`src/rtl/arm7tdmi_cp15_pkg.sv`:
```
// Shared types and constants for the CP15 system-control coprocessor.
// ARM7TDMI_CP15_FAULT_REGS_EN adds the c5/c6 fault registers to the implemented CRn set.
package arm7tdmi_cp15_pkg;

  typedef enum logic [2:0] {
    CP_MRC = 3'd0,
    CP_MCR = 3'd1,
    CP_CDP = 3'd2,
    CP_LDC = 3'd3,
    CP_STC = 3'd4
  } cp_op_t;

  typedef enum logic [1:0] {
    CP15_IDLE = 2'd0,
    CP15_BUSY = 2'd1,
    CP15_RESP = 2'd2
  } cp15_state_t;

  localparam logic [3:0] CP15_NUM       = 4'd15;
  localparam logic [3:0] CP15_C0_ID     = 4'd0;
  localparam logic [3:0] CP15_C1_CTRL   = 4'd1;
  localparam logic [3:0] CP15_C2_TTB    = 4'd2;
  localparam logic [3:0] CP15_C3_DOMAIN = 4'd3;
  localparam logic [3:0] CP15_C5_FSR    = 4'd5;
  localparam logic [3:0] CP15_C6_FAR    = 4'd6;
  localparam logic [3:0] CP15_C7_CACHE  = 4'd7;
  localparam logic [3:0] CP15_C8_TLB    = 4'd8;

  localparam logic [31:0] CP15_CTRL_WMASK = 32'h0000_2087;
  localparam logic [31:0] CP15_CTRL_RAO   = 32'h0000_0078;

  function automatic logic cp15_crn_implemented(input logic [3:0] crn);
    logic impl;
    case (crn)
      CP15_C0_ID, CP15_C1_CTRL, CP15_C2_TTB, CP15_C3_DOMAIN,
      CP15_C7_CACHE, CP15_C8_TLB: impl = 1'b1;
`ifdef ARM7TDMI_CP15_FAULT_REGS_EN
      CP15_C5_FSR, CP15_C6_FAR:   impl = 1'b1;
`endif
      default:                    impl = 1'b0;
    endcase
    return impl;
  endfunction

  // Cache/TLB maintenance registers: write-only, stall for a while, hold no state.
  function automatic logic cp15_is_maint(input logic [3:0] crn);
    return (crn == CP15_C7_CACHE) || (crn == CP15_C8_TLB);
  endfunction

endpackage

```
`src/rtl/arm7tdmi_cp15_if.sv`:
```
// Core-to-coprocessor request/response bus; the core is master, CP15 is slave.
import arm7tdmi_cp15_pkg::*;

interface arm7tdmi_cp15_if;
  logic        cp_req;
  cp_op_t      cp_op;
  logic [3:0]  cp_num;
  logic [3:0]  cp_crn;
  logic [3:0]  cp_crm;
  logic [2:0]  cp_opcode1;
  logic [2:0]  cp_opcode2;
  logic [31:0] cp_wdata;
  logic        cp_cancel;
  logic        cp_ready;
  logic        cp_busy;
  logic        cp_done;
  logic        cp_absent;
  logic [31:0] cp_rdata;

  modport master (
    output cp_req, cp_op, cp_num, cp_crn, cp_crm, cp_opcode1, cp_opcode2, cp_wdata, cp_cancel,
    input  cp_ready, cp_busy, cp_done, cp_absent, cp_rdata
  );

  modport slave (
    input  cp_req, cp_op, cp_num, cp_crn, cp_crm, cp_opcode1, cp_opcode2, cp_wdata, cp_cancel,
    output cp_ready, cp_busy, cp_done, cp_absent, cp_rdata
  );
endinterface

```
`src/rtl/arm7tdmi_cp15_regs.sv`:
```
// CP15 register file: control, translation base, domain and (with
// ARM7TDMI_CP15_FAULT_REGS_EN) the FSR/FAR fault registers.
import arm7tdmi_cp15_pkg::*;

module arm7tdmi_cp15_regs #(
  parameter logic [31:0] ID_VALUE = 32'h4100_7700
) (
  input  logic        clk,
  input  logic        rst_n,
  input  logic        we,
  input  logic [3:0]  widx,
  input  logic [31:0] wdata,
  input  logic [3:0]  ridx,
  output logic [31:0] rd_data,
  output logic        ctrl_mmu_en,
  output logic        ctrl_align_en,
  output logic        ctrl_cache_en,
  output logic        ctrl_big_endian,
  output logic        ctrl_high_vec,
  output logic [17:0] ttb_base,
  output logic [31:0] domain_ac,
  input  logic        fault_valid,
  input  logic [7:0]  fault_status,
  input  logic [31:0] fault_addr
);

  logic [31:0] ctrl_r;
  logic [17:0] ttb_r;
  logic [31:0] dom_r;

  // Architectural c1/c2/c3 state, written on the commit edge of an MCR.
  always_ff @(posedge clk or negedge rst_n) begin
    if (!rst_n) begin
      ctrl_r <= 32'h0;
      ttb_r  <= 18'h0;
      dom_r  <= 32'h0;
    end else if (we) begin
      case (widx)
        CP15_C1_CTRL:   ctrl_r <= wdata & CP15_CTRL_WMASK;
        CP15_C2_TTB:    ttb_r  <= wdata[31:14];
        CP15_C3_DOMAIN: dom_r  <= wdata;
        default:        ;
      endcase
    end
  end

`ifdef ARM7TDMI_CP15_FAULT_REGS_EN
  logic [7:0]  fsr_r;
  logic [31:0] far_r;

  // Fault capture; a hardware fault report beats a coincident software write.
  always_ff @(posedge clk or negedge rst_n) begin
    if (!rst_n) begin
      fsr_r <= 8'h0;
      far_r <= 32'h0;
    end else if (fault_valid) begin
      fsr_r <= fault_status;
      far_r <= fault_addr;
    end else if (we && (widx == CP15_C5_FSR)) begin
      fsr_r <= wdata[7:0];
    end else if (we && (widx == CP15_C6_FAR)) begin
      far_r <= wdata;
    end
  end
`else
  logic unused_fault_s;
  assign unused_fault_s = ^{fault_valid, fault_status, fault_addr};
`endif

  // MRC read mux.
  always_comb begin
    rd_data = 32'h0;
    case (ridx)
      CP15_C0_ID:     rd_data = ID_VALUE;
      CP15_C1_CTRL:   rd_data = ctrl_r | CP15_CTRL_RAO;
      CP15_C2_TTB:    rd_data = {ttb_r, 14'h0};
      CP15_C3_DOMAIN: rd_data = dom_r;
`ifdef ARM7TDMI_CP15_FAULT_REGS_EN
      CP15_C5_FSR:    rd_data = {24'h0, fsr_r};
      CP15_C6_FAR:    rd_data = far_r;
`endif
      default:        rd_data = 32'h0;
    endcase
  end

  assign ctrl_mmu_en     = ctrl_r[0];
  assign ctrl_align_en   = ctrl_r[1];
  assign ctrl_cache_en   = ctrl_r[2];
  assign ctrl_big_endian = ctrl_r[7];
  assign ctrl_high_vec   = ctrl_r[13];
  assign ttb_base        = ttb_r;
  assign domain_ac       = dom_r;

endmodule

```
`src/rtl/arm7tdmi_cp15.sv`:
```
// CP15 responder: request FSM, maintenance busy counter and absent decode.
// Define ARM7TDMI_CP15_FAULT_REGS_EN to add the c5/c6 fault registers.
import arm7tdmi_cp15_pkg::*;

module arm7tdmi_cp15 #(
  parameter logic [31:0] ID_VALUE    = 32'h4100_7700,
  parameter int          BUSY_CYCLES = 4
) (
  input  logic                  clk,
  input  logic                  rst_n,
  arm7tdmi_cp15_if.slave        cp,
  output logic                  ctrl_mmu_en,
  output logic                  ctrl_align_en,
  output logic                  ctrl_cache_en,
  output logic                  ctrl_big_endian,
  output logic                  ctrl_high_vec,
  output logic [17:0]           ttb_base,
  output logic [31:0]           domain_ac,
  input  logic                  fault_valid,
  input  logic [7:0]            fault_status,
  input  logic [31:0]           fault_addr
);

  localparam logic [3:0] BUSY_INIT = 4'(BUSY_CYCLES);

  cp15_state_t state_r, state_n;
  logic [3:0]  cnt_r, cnt_n;
  cp_op_t      op_r;
  logic [3:0]  crn_r;
  logic [31:0] wdata_r;
  logic        req_absent_r;

  logic        ready_r, busy_r, done_r, absent_r;
  logic        done_n, absent_n;
  logic [31:0] rdata_r, rdata_n;

  logic        accept_s, absent_s, maint_mcr_s, we_s;
  logic [31:0] rd_data_s;
  logic        unused_s;

  assign unused_s = ^{cp.cp_crm, cp.cp_opcode2};
  assign accept_s = (state_r == CP15_IDLE) && cp.cp_req;

  // Absent decode of the request currently on the bus.
  always_comb begin
    absent_s = 1'b0;
    if (cp.cp_num != CP15_NUM) begin
      absent_s = 1'b1;
    end else if ((cp.cp_op != CP_MRC) && (cp.cp_op != CP_MCR)) begin
      absent_s = 1'b1;
    end else if (cp.cp_opcode1 != 3'd0) begin
      absent_s = 1'b1;
    end else if (!cp15_crn_implemented(cp.cp_crn)) begin
      absent_s = 1'b1;
    end else if ((cp.cp_op == CP_MRC) && cp15_is_maint(cp.cp_crn)) begin
      absent_s = 1'b1;
    end else begin
      absent_s = 1'b0;
    end
  end

  assign maint_mcr_s = !absent_s && (cp.cp_op == CP_MCR) && cp15_is_maint(cp.cp_crn);
  assign we_s        = (state_r == CP15_RESP) && (op_r == CP_MCR) && !req_absent_r;

  // Next-state, counter and response decode.
  always_comb begin
    state_n  = state_r;
    cnt_n    = cnt_r;
    done_n   = 1'b0;
    absent_n = 1'b0;
    rdata_n  = 32'h0;
    case (state_r)
      CP15_IDLE: begin
        if (!accept_s) begin
          state_n = CP15_IDLE;
        end else if (absent_s) begin
          state_n  = CP15_RESP;
          absent_n = 1'b1;
        end else if (maint_mcr_s) begin
          state_n = CP15_BUSY;
          cnt_n   = BUSY_INIT;
        end else begin
          state_n = CP15_RESP;
          done_n  = 1'b1;
          if (cp.cp_op == CP_MRC) begin
            rdata_n = rd_data_s;
          end else begin
            rdata_n = 32'h0;
          end
        end
      end
      CP15_BUSY: begin
        if (cp.cp_cancel) begin
          state_n = CP15_IDLE;
        end else if (cnt_r == 4'd1) begin
          state_n = CP15_RESP;
          done_n  = 1'b1;
        end else begin
          cnt_n = cnt_r - 4'd1;
        end
      end
      CP15_RESP: state_n = CP15_IDLE;
      default:   state_n = CP15_IDLE;
    endcase
  end

  // FSM state, counter and registered handshake outputs.
  always_ff @(posedge clk or negedge rst_n) begin
    if (!rst_n) begin
      state_r  <= CP15_IDLE;
      cnt_r    <= 4'd0;
      ready_r  <= 1'b1;
      busy_r   <= 1'b0;
      done_r   <= 1'b0;
      absent_r <= 1'b0;
      rdata_r  <= 32'h0;
    end else begin
      state_r  <= state_n;
      cnt_r    <= cnt_n;
      ready_r  <= (state_n == CP15_IDLE);
      busy_r   <= (state_n == CP15_BUSY);
      done_r   <= done_n;
      absent_r <= absent_n;
      rdata_r  <= rdata_n;
    end
  end

  // Request capture so the commit does not depend on the core holding the bus.
  always_ff @(posedge clk or negedge rst_n) begin
    if (!rst_n) begin
      op_r         <= CP_MRC;
      crn_r        <= 4'd0;
      wdata_r      <= 32'h0;
      req_absent_r <= 1'b0;
    end else if (accept_s) begin
      op_r         <= cp.cp_op;
      crn_r        <= cp.cp_crn;
      wdata_r      <= cp.cp_wdata;
      req_absent_r <= absent_s;
    end
  end

  assign cp.cp_ready  = ready_r;
  assign cp.cp_busy   = busy_r;
  assign cp.cp_done   = done_r;
  assign cp.cp_absent = absent_r;
  assign cp.cp_rdata  = rdata_r;

  arm7tdmi_cp15_regs #(.ID_VALUE(ID_VALUE)) u_regs (
    .clk             (clk),
    .rst_n           (rst_n),
    .we              (we_s),
    .widx            (crn_r),
    .wdata           (wdata_r),
    .ridx            (cp.cp_crn),
    .rd_data         (rd_data_s),
    .ctrl_mmu_en     (ctrl_mmu_en),
    .ctrl_align_en   (ctrl_align_en),
    .ctrl_cache_en   (ctrl_cache_en),
    .ctrl_big_endian (ctrl_big_endian),
    .ctrl_high_vec   (ctrl_high_vec),
    .ttb_base        (ttb_base),
    .domain_ac       (domain_ac),
    .fault_valid     (fault_valid),
    .fault_status    (fault_status),
    .fault_addr      (fault_addr)
  );

endmodule
```
`src/flat_wrapper.sv`:
```
// flat-port wrapper written by rule: the top's interface ports become plain ports
module arm7tdmi_cp15_flat 
#(
  parameter logic [31:0] ID_VALUE    = 32'h4100_7700,
  parameter int          BUSY_CYCLES = 4
)
  (clk, rst_n, ctrl_mmu_en, ctrl_align_en, ctrl_cache_en, ctrl_big_endian, ctrl_high_vec, ttb_base, domain_ac, fault_valid, fault_status, fault_addr, cp_cp_req, cp_cp_op, cp_cp_num, cp_cp_crn, cp_cp_crm, cp_cp_opcode1, cp_cp_opcode2, cp_cp_wdata, cp_cp_cancel, cp_cp_ready, cp_cp_busy, cp_cp_done, cp_cp_absent, cp_cp_rdata);
  arm7tdmi_cp15_if cp_i ();
  input  logic clk;
  input  logic rst_n;
  output logic ctrl_mmu_en;
  output logic ctrl_align_en;
  output logic ctrl_cache_en;
  output logic ctrl_big_endian;
  output logic ctrl_high_vec;
  output logic [17:0] ttb_base;
  output logic [31:0] domain_ac;
  input  logic fault_valid;
  input  logic [7:0] fault_status;
  input  logic [31:0] fault_addr;
  input wire logic [$bits(cp_i.cp_req)-1:0] cp_cp_req;
  input wire logic [$bits(cp_i.cp_op)-1:0] cp_cp_op;
  input wire logic [$bits(cp_i.cp_num)-1:0] cp_cp_num;
  input wire logic [$bits(cp_i.cp_crn)-1:0] cp_cp_crn;
  input wire logic [$bits(cp_i.cp_crm)-1:0] cp_cp_crm;
  input wire logic [$bits(cp_i.cp_opcode1)-1:0] cp_cp_opcode1;
  input wire logic [$bits(cp_i.cp_opcode2)-1:0] cp_cp_opcode2;
  input wire logic [$bits(cp_i.cp_wdata)-1:0] cp_cp_wdata;
  input wire logic [$bits(cp_i.cp_cancel)-1:0] cp_cp_cancel;
  output wire logic [$bits(cp_i.cp_ready)-1:0] cp_cp_ready;
  output wire logic [$bits(cp_i.cp_busy)-1:0] cp_cp_busy;
  output wire logic [$bits(cp_i.cp_done)-1:0] cp_cp_done;
  output wire logic [$bits(cp_i.cp_absent)-1:0] cp_cp_absent;
  output wire logic [$bits(cp_i.cp_rdata)-1:0] cp_cp_rdata;
  assign cp_i.cp_req = cp_cp_req;
  assign cp_i.cp_op = cp_cp_op;
  assign cp_i.cp_num = cp_cp_num;
  assign cp_i.cp_crn = cp_cp_crn;
  assign cp_i.cp_crm = cp_cp_crm;
  assign cp_i.cp_opcode1 = cp_cp_opcode1;
  assign cp_i.cp_opcode2 = cp_cp_opcode2;
  assign cp_i.cp_wdata = cp_cp_wdata;
  assign cp_i.cp_cancel = cp_cp_cancel;
  assign cp_cp_ready = cp_i.cp_ready;
  assign cp_cp_busy = cp_i.cp_busy;
  assign cp_cp_done = cp_i.cp_done;
  assign cp_cp_absent = cp_i.cp_absent;
  assign cp_cp_rdata = cp_i.cp_rdata;
  arm7tdmi_cp15 #(.ID_VALUE(ID_VALUE), .BUSY_CYCLES(BUSY_CYCLES)) u_core (.clk(clk), .rst_n(rst_n), .cp(cp_i), .ctrl_mmu_en(ctrl_mmu_en), .ctrl_align_en(ctrl_align_en), .ctrl_cache_en(ctrl_cache_en), .ctrl_big_endian(ctrl_big_endian), .ctrl_high_vec(ctrl_high_vec), .ttb_base(ttb_base), .domain_ac(domain_ac), .fault_valid(fault_valid), .fault_status(fault_status), .fault_addr(fault_addr));
endmodule
```
`config.mk`:
```
export PLATFORM = sky130hd
export DESIGN_NAME = arm7tdmi_cp15_flat
export DESIGN_NICKNAME = d
export VERILOG_FILES = /design/src/rtl/arm7tdmi_cp15_pkg.sv /design/src/rtl/arm7tdmi_cp15_if.sv /design/src/rtl/arm7tdmi_cp15_regs.sv /design/src/rtl/arm7tdmi_cp15.sv /design/src/flat_wrapper.sv
export SDC_FILE = /design/constraint.sdc
export NUM_CORES = 1
export LEC_CHECK = 0
export CAP_MARGIN = 10
export CORE_MARGIN = 3
export CORE_UTILIZATION = 41
export CTS_CLUSTER_SIZE = 8
export DETAILED_ROUTE_END_ITERATION = 10
export PLACE_DENSITY_LB_ADDON = 0.1
export SLEW_MARGIN = 0
export SYNTH_ARGS = -nofsm -noshare
export SYNTH_HDL_FRONTEND = slang
export SYNTH_SLANG_ARGS = --single-unit
```
`constraint.sdc`:
```
create_clock -name clk -period 1.8 [get_ports clk]
set_input_delay 0.18 -clock clk [delete_from_list [all_inputs] [get_ports clk]]
set_output_delay 0.18 -clock clk [all_outputs]
set_load 0.01 [all_outputs]
```
==> results by group <==
CTS
  • CTS max path bufs: 2
  • CTS tree: done
  • Clk root buf: clkbuf_16
  • H-tree Lvls: 4
  • Worst-Skew Late Latency: 0.42 ns
  • Clk sinks: 137
  • Post-CTS setup buffers: 0
  • TritonCTS Buffers: 17
  • Clk pin slew, worst setup/hold paths: around 0.05 ns

Logic synthesis
  • Main synth FF type: dfrtp_1
  • Async SR Flop Fraction: between 90% and 100%
  • Adder-Cell Fraction of Synth Area: less than 1%
  • Most area-consuming cells after synthesis: dfrtp_1 (61%), mux2_2 (11%), mux2_4 (11%), nor2_1 (2.2%), a22oi_1 (2.0%)
  • Largest family of logic cells by synthesized area: multiplexers
  • Post-synthesis cell type count: 44
  • Top cells by count, synth: dfrtp_1 (136), mux2_2 (55), mux2_4 (40)
  • Syn Nets: 479
  • Yosys warns: 0
  • Register area share after synthesis: 61.8%
  • Post-synthesis simple-gate area fraction: 7.23%
  • Avg Inst Size Synth: 14.7 µm²
  • Yosys reg bits: 137
  • Synthesized area: 5550 µm²
  • Syn Inst Count: between 300 and 400
  • Post-synthesis mux area share: 22.9%
  • EDFF count, synth: 0
  • Synth top area share: between 60% and 70%
  • Compound-cell area share of the yosys netlist: 5.11%
  • Top-count cell post-synth: dfrtp_1
  • Leading area contributor after synthesis: dfrtp_1
  • Xor-xnor portion of the synthesized cell area: 0%

Cells and area
  • Post-route cell area: roughly 8000 µm²
  • Layout cell share with drive strength beyond 1: 30.3%
  • Util after Layout: 62.4%
  • Fill count: 1,030
  • Diodes inserted: 0
  • Post-route non-filler standard cell count: ~740
  • Nets: 655
  • Area Overhead vs Synth: 45.2%

Route
  • Via count: 3,607
  • DRT iter0 DRCs: about 210
  • DR WL/cell: 17.4 µm
  • Drt total wl: 12.8 mm
  • Antenna Nets Post-Route: 0
  • DRC: 0
  • Vias per Instance: approximately 5
  • Detailed Routing Iterations Pass 1: 6

Die
  • Io pins: 189
  • Die Span X: 122 µm
  • Site Rows: 41
  • Total die area: approximately 15,000 µm²
  • Die Ht: 122 µm
  • CORE AREA: 12,900 µm²
  • Starting density of the core: 43.0%

Placed design
  • DP Worst Slack: -0.137 ns
  • Cell Area, Placed: 7420 µm²
  • Final HPWL DP: 8.92 mm
  • # port buffers: 140
  • Placed insts: 707
  • Routability cong.: ~0.79

Global routing
  • Vias in the first global route: 3,823
  • Largest net degree at the start of global routing: 51
  • GRT overflow: 0
  • Antenna violations before repair: 0
  • All-Layer GR Usage: a little under a fifth
  • First-pass GRT wire length: 20.7 mm

Worst setup path
  • CP Launch Type: flip-flop
  • Crit Path Class: reg -> reg
  • CP max stage delay: 0.55 ns
  • Worst Setup End Kind: flip-flop
  • WP data arrival: 2.14 ns
  • Slowest CP cell: or4_4
  • Worst path bufs/invs: 1
  • Required @ worst endpoint: 2.09 ns
  • Crit-path leading delay family: simple AND/OR/NAND/NOR gates
  • Critical Path, Cell by Cell: or4_4 -> nor2_4 -> nand3_4 -> buf_12 -> mux2_4
  • Worst Path Max Fanout: 14

STA
  • Slew Limit Fails: 0
  • Final worst setup slack: -0.0463 ns
  • Slew margin rel.: 68.3%
  • Tmin final: roughly 1.8 ns
  • F_max: between 500 and 600 MHz
  • Hold slack: 0.273 ns
  • Final Hold Vio Count: 0
  • Final period util: 103%
  • Slew at the pin closest to its max-slew limit: around 0.48 ns
  • RSZ-0062 raised after global routing: yes
  • # setup viols final: 31
  • Post-Route Skew: 0.00833 ns

Power
  • Max VDD drop: 0.000688 V
  • Leakage: 0.00368 µW
  • Power Density: 922 nW/µm²

Outcome
  • Failing checks: negative setup slack
  • Status: finished, violations left

Hold path
  • Hold Crit Class: in -> async

Run
  • Max-cap check violation count: 0
final timing paths:
path,startpoint,end,slack [ns],depth (start not counted)
worst max-delay path,u_core.op_r[2],u_core.u_regs.domain_ac[17],-0.05,5
worst min-delay path,rst_n,u_core.state_r[1],0.27,2
worst max register to register,u_core.op_r[2],u_core.u_regs.domain_ac[17],-0.05,5
worst min register to register,u_core.op_r[1],u_core.op_r[1],0.50,1
max in group asynchronous,rst_n,u_core.wdata_r[25],0.88,3
min in group clk,cp_cp_wdata[21],u_core.wdata_r[21],0.37,2
layout make-up:
cell class / count / area (µm²) / share of cell area, %
Tap cell: 172 / 215 / 2.67
Timing Repair Buffer: 176 / 1770 / 21.9
Clock inverter: 7 / 113 / 1.40
Clock buffer: 24 / 512 / 6.35
Inverter: 9 / 33.8 / 0.419
Sequential cell: 137 / 3430 / 42.5
Multi-Input combinational cell: 214 / 1990 / 24.7
per-stage QoR:
stage	setup TNS [ns]	total power, µW
4_1_cts	-0.831	7530
6_report	-0.807	7430
3_3_place_gp	-0.423	3850
5_1_grt	-3.27	7740
2_1_floorplan	0	3570
3_5_place_dp	-1.47	3880
placed cells by master (no fill, tap or decap), drive strengths merged:
master / count
a21o: 1
clkinvlp: 1
mux2: 95
o21ai: 7
and2: 3
clkbuf: 24
a22oi: 15
dlygate4sd3: 1
mux2i: 5
bufinv: 3
nand4: 1
or4: 2
nand3: 3
dfrtp: 136
nor2: 34
and4b: 1
dfstp: 1
nand2: 9
or3: 1
nor4: 1
a31oi: 1
nand4bb: 1
nor4b: 1
nand3b: 2
clkdlybuf4s50: 139
ha: 2
nor3b: 2
nand4b: 2
or2: 1
a21oi: 10
buf: 36
a211oi: 3
o31ai: 3
inv: 9
o21bai: 1
nand2b: 2
nor3: 5
clkinv: 3
metal layers:
layer | global-route usage, % | share of wire (%) | vias to the layer above
met5 | 0 | 0 | -
met4 | 6.44 | 1.2 | 0
met3 | 7.14 | 7.9 | 14
met2 | 27.8 | 46 | 122
met1 | 24.3 | 45 | 1783
li1 | - | - | 1688
repair_timing:
item                                    4_1_cts  5_1_grt
endpoints found under the hold margin        44        0
gates resized for setup                       0        1
endpoints found under the setup margin       31       55
hold buffers                                  1        0
pin swaps                                     0        1
cells by family (layout without fill, tap and decap cells):
group | count (synthesis) | after routing
buffers and inverters | 28 | 216
AOI/OAI and AO/OA | 41 | 41
muxes | 100 | 100
DFF | 137 | 137
adders and majority gates | 2 | 2
and+or+nand+nor | 71 | 71
state kept, by name, indices dropped and copies added (netlist names):
register                 cells
u_core.u_regs.ttb_base      18
u_core.cp.cp_ready           1
u_core.req_absent_r          1
u_core.crn_r                 4
u_core.u_regs.ctrl_r         5
u_core.op_r                  3
u_core.cp.cp_done            1
u_core.u_regs.domain_ac     32
u_core.cp.cp_rdata          32
u_core.state_r               2
u_core.wdata_r              32
u_core.cp.cp_busy            1
u_core.cp.cp_absent          1
u_core.cnt_r                 4
power by group:
group          switching, µW  total (µW)  internal, µW
Sequential              99.0        3320          3220
Clock                   1240        3620          2390
Combinational            197         489           292
Total                   1530        7430          5900
(Power assumes the default switching activity.)
